--- src/rtl/rf_wb_arbiter_pkg.sv ---
// Shared widths, grant-state encoding and zero-register constant for the write-back arbiter.
package rf_wb_arbiter_pkg;

  localparam int unsigned DW_DEFAULT = 32;
  localparam int unsigned AW_DEFAULT = 5;
  localparam int unsigned ZERO_REG   = 0;

  typedef enum logic {
    GRANT0 = 1'b0,
    GRANT1 = 1'b1
  } grant_e;

endpackage

--- src/rtl/rf_wb_rr_pick.sv ---
// Grant selection between the ALU (0) and load (1) write-back requesters.
// RF_WB_RR_EN selects round-robin on contention; otherwise the load always wins.
module rf_wb_rr_pick
  import rf_wb_arbiter_pkg::*;
(
  input  logic   valid0,
  input  logic   valid1,
  input  grant_e last_grant,
  output logic   grant0,
  output logic   grant1
);

`ifdef RF_WB_RR_EN
  always_comb begin
    grant0 = 1'b0;
    grant1 = 1'b0;
    if (valid0 && valid1) begin
      // Favour whoever did not win last time.
      if (last_grant == GRANT0) grant1 = 1'b1;
      else                      grant0 = 1'b1;
    end else begin
      grant0 = valid0;
      grant1 = valid1;
    end
  end
`else
  logic unused_last_grant;
  assign unused_last_grant = last_grant;

  always_comb begin
    grant0 = valid0 & ~valid1;
    grant1 = valid1;
  end
`endif

endmodule

--- src/rtl/rf_wb_arbiter.sv ---
// Register-file write-back arbiter: two requesters, one registered write port, read-hazard flag.
// Optional macro RF_WB_RR_EN enables round-robin arbitration on contention.
module rf_wb_arbiter
  import rf_wb_arbiter_pkg::*;
#(
  parameter int unsigned DW = DW_DEFAULT,
  parameter int unsigned AW = AW_DEFAULT
) (
  input  logic          clk,
  input  logic          rst,
  input  logic          req0_valid,
  input  logic [AW-1:0] req0_addr,
  input  logic [DW-1:0] req0_data,
  output logic          req0_ready,
  input  logic          req1_valid,
  input  logic [AW-1:0] req1_addr,
  input  logic [DW-1:0] req1_data,
  output logic          req1_ready,
  input  logic [AW-1:0] rA,
  input  logic [AW-1:0] rB,
  output logic          wE,
  output logic [AW-1:0] rW,
  output logic [DW-1:0] busW,
  output logic          hazard
);

  localparam logic [AW-1:0] ZeroAddr = AW'(ZERO_REG);

  grant_e        last_grant_q, last_grant_d;
  logic          grant0, grant1;
  logic          accept0, accept1;
  logic          we_q;
  logic [AW-1:0] rw_q;
  logic [DW-1:0] busw_q;

  rf_wb_rr_pick u_pick (
    .valid0     (req0_valid),
    .valid1     (req1_valid),
    .last_grant (last_grant_q),
    .grant0     (grant0),
    .grant1     (grant1)
  );

  // Output process: nothing is granted while reset is held.
  always_comb begin
    req0_ready = grant0 & ~rst;
    req1_ready = grant1 & ~rst;
    accept0    = req0_valid & req0_ready;
    accept1    = req1_valid & req1_ready;
  end

  always_comb begin
    last_grant_d = last_grant_q;
    if (accept0)      last_grant_d = GRANT0;
    else if (accept1) last_grant_d = GRANT1;
  end

  always_ff @(posedge clk) begin
    if (rst) begin
      last_grant_q <= GRANT1;
      we_q         <= 1'b0;
      rw_q         <= '0;
      busw_q       <= '0;
    end else begin
      last_grant_q <= last_grant_d;
      we_q         <= (accept0 && req0_addr != ZeroAddr) || (accept1 && req1_addr != ZeroAddr);
      if (accept0) begin
        rw_q   <= req0_addr;
        busw_q <= req0_data;
      end else if (accept1) begin
        rw_q   <= req1_addr;
        busw_q <= req1_data;
      end
    end
  end

  // A write already staged is squashed as soon as reset is seen.
  assign wE   = we_q & ~rst;
  assign rW   = rw_q;
  assign busW = busw_q;

  assign hazard = wE && (((rw_q == rA) && (rA != ZeroAddr)) ||
                         ((rw_q == rB) && (rB != ZeroAddr)));

endmodule

--- config.mk ---
export PLATFORM = sky130hd
export DESIGN_NAME = rf_wb_arbiter
export DESIGN_NICKNAME = d
export VERILOG_FILES = /design/src/rtl/rf_wb_arbiter_pkg.sv /design/src/rtl/rf_wb_rr_pick.sv /design/src/rtl/rf_wb_arbiter.sv
export SDC_FILE = /design/constraint.sdc
export NUM_CORES = 1
export LEC_CHECK = 0
export ABC_CLOCK_PERIOD_IN_PS = 1400
export BUFFER_PORTS_ARGS = -buffer_cell sky130_fd_sc_hd__buf_2
export CAP_MARGIN = 10
export CORE_UTILIZATION = 41
export CTS_CLUSTER_DIAMETER = 100
export DETAILED_ROUTE_END_ITERATION = 8
export PLACE_DENSITY = 0.82
export SLEW_MARGIN = 20
export SYNTH_ARGS = -nofsm -noshare
export SYNTH_HDL_FRONTEND = slang
export SYNTH_HIERARCHICAL = 1
export SYNTH_SLANG_ARGS = --single-unit
--- constraint.sdc ---
create_clock -name clk -period 1.4 [get_ports clk]
set_clock_uncertainty 0.05 [all_clocks]
set_input_delay 0.07 -clock clk [delete_from_list [all_inputs] [get_ports clk]]
set_output_delay 0.07 -clock clk [all_outputs]
set_load 0.02 [all_outputs]
==> results.json <==
{
  "tightest_slew_ns": 0.359,
  "grt_pass1_vias": 1862,
  "areaGrowthSynthToFinish_pct": 43.1,
  "grt_pass1_wl_mm": 8.01,
  "final_nets": 410,
  "die_x_um": 69.3,
  "path_clk_slew_ns": 0.07,
  "cts_root_buf": "clkbuf_8",
  "fin_crit_sh": 1.13,
  "synth_cells": 196,
  "ys_warn_count": 6,
  "slew_violations": 0,
  "slowest_stage": "dfxtp_4",
  "relSlewSlack": 0.759,
  "io_buffers": 128,
  "multi_input_comb_area_sq_mm": 0.00102,
  "grt_max_degree": 38,
  "rows": 24,
  "grt_overflow": 0,
  "cts_made_buffers": 5,
  "place_ws_ns": 0.0713,
  "hold_depth": 3,
  "die_area_sq_mm": 0.00481,
  "cts_sinks": 38,
  "n_fill_cell": 416,
  "start_kind": "flip-flop",
  "vdd_drop_max_mv": 0.508,
  "power_per_cell_area_mw_per_mm2": 906,
  "r2r_cells": 3,
  "crit_path_start": "rW[3]$_SDFFE_PP0P_",
  "rsz0062_at_grt": "yes",
  "via_per_inst": 5.10,
  "coreArea_sq_mm": 0.00435,
  "clk_latency_ns": 0.28,
  "critical_path_depth": 5,
  "syn-num-nets": 284,
  "clk_path_buf_depth": 2,
  "hold_viol": 0,
  "syn_area_sq_mm": 0.00186,
  "end_kind": "output port",
  "dpl.hpwl_mm": 3.53,
  "max_stage_delay_ns": 0.36,
  "drt_iter0_drc": 67,
  "p_leak_nw": 1.50,
  "route.final.wire_length_mm": 4.70,
  "start_util": 0.427,
  "place_congestion": 0.802,
  "avgSynthCellArea_sq_um": 9.49,
  "path_class": "flip-flop to output port",
  "wire_per_inst_um": 12.6,
  "crit_family": "flip-flops",
  "cp.required_ns": 1.28,
  "cp.buffers_inverters": 1,
  "hold_class": "primary input to flip-flop",
  "max_cap_violations": 0,
  "antenna_found_initial": 0,
  "hold_start": "req0_data[2]",
  "period_needed_ns": 1.58,
  "fmax_ghz": 0.632,
  "timing.rr.start": "rW[3]$_SDFFE_PP0P_",
  "final-seq-area_sq_um": 768,
  "drive_above_1_share": 0.477,
  "violations": "setup timing",
  "boundaryPins": 129,
  "arrival_ns": 1.46,
  "status": "finished, violations left",
  "fp.dieH_um": 69.3,
  "via_count": 1904,
  "antenna_left": 0,
  "grtUsageTotal": 0.203,
  "path_cells": "xor2_1 -> nor4_2 -> o21ai_1 -> a21boi_2 -> buf_4",
  "n_antenna_cell": 0,
  "p_total_mw": 2.41,
  "post-route-drc-count": 0,
  "drt-pass1-iter-count": 4,
  "h-tree-depth": 2,
  "worstPathMaxFanout": 4,
  "cts_tree": "yes",
  "worst_slack_ns": -0.183,
  "finalSetupViolations": 1
}
==> report_power, final <==
group	switching [mW]	total (mW)	internal, mW	leakage [nW]
clock	0.345	0.725	0.380	0.0431
sequential	0.0361	1.18	1.15	0.313
combinational	0.262	0.504	0.242	1.14
==> layout by cell type (no fill, tap or decap) <==
cell / count
buf_2: 127
nor2_1: 39
mux2i_1: 37
a211oi_1: 37
dfxtp_1: 34
xor2_1: 7
buf_4: 7
clkbuf_8: 6
nor4_1: 3
dfxtp_2: 3
nor2b_1: 2
nor3_1: 2
and2_1: 2
o21ai_1: 2
nand2_2: 2
or4_1: 2
buf_12: 2
xor2_2: 1
nor4_2: 1
a21boi_2: 1
nor2b_2: 1
o22ai_1: 1
dfxtp_4: 1
nor2b_4: 1
==> worst paths after layout <==
kind / to / slack [ns]
setup / recovery: hazard / -0.18
hold / removal: busW[2]$_SDFFE_PP0P_ / 0.02
setup reg to reg: rW[3]$_SDFFE_PP0P_ / 0.49
hold reg to reg: busW[21]$_SDFFE_PP0P_ / 0.51
==> worst reg2reg max path, delay by kind of cell, from the launching register on <==
family	cells	cell delay [ns]
flip-flops	1	0.37
AO/OA/AOI/OAI	1	0.23
buffers and inverters	1	0.11
multiplexers	1	0.06
==> routing by layer <==
metal  track usage  part of all wire  vias to the layer above
met2         0.373              0.51                       81
met5             0                 0                        -
met3        0.0509             0.064                        5
li1              -                 -                      963
met4        0.0499            0.0070                        0
met1         0.234              0.42                      855
==> layout make-up <==
cell class / count / share of cell area
Multi-Input combinational cell: 141 / 0.382
Sequential cell: 38 / 0.289
Timing Repair Buffer: 136 / 0.274
Clock buffer: 6 / 0.0310
Tap cell: 52 / 0.0245
==> timing repair <==
action | 4_1_cts | 5_1_grt
hold buffers | 0 | 0
gates resized for setup | 4 | 4
setup endpoints to repair | 1 | 1
buffers inserted | 1 | 1
hold endpoints to repair | 0 | 0
pin swaps | 4 | 5
==> registers in the layout, indices dropped and copies added (netlist names) <==
signal	count
busW	32
rW	5
we_q	1
==> stage by stage <==
stage / TNS [ns] / hold WS, ns / cells / util / instance area (sq um)
6_report: -0.183 / 0.0229 / 373 / 0.611 / 2660
5_1_grt: -0.259 / 0.0145 / 373 / 0.611 / 2660
3_3_place_gp: 0 / 0.310 / 365 / 0.583 / 2540
3_5_place_dp: 0 / 0.314 / 365 / 0.583 / 2540
2_1_floorplan: 0 / 0.144 / 196 / - / 1870
4_1_cts: -0.190 / 0.0123 / 372 / 0.605 / 2640
No activity file was read; power rests on OpenSTA's default activity.
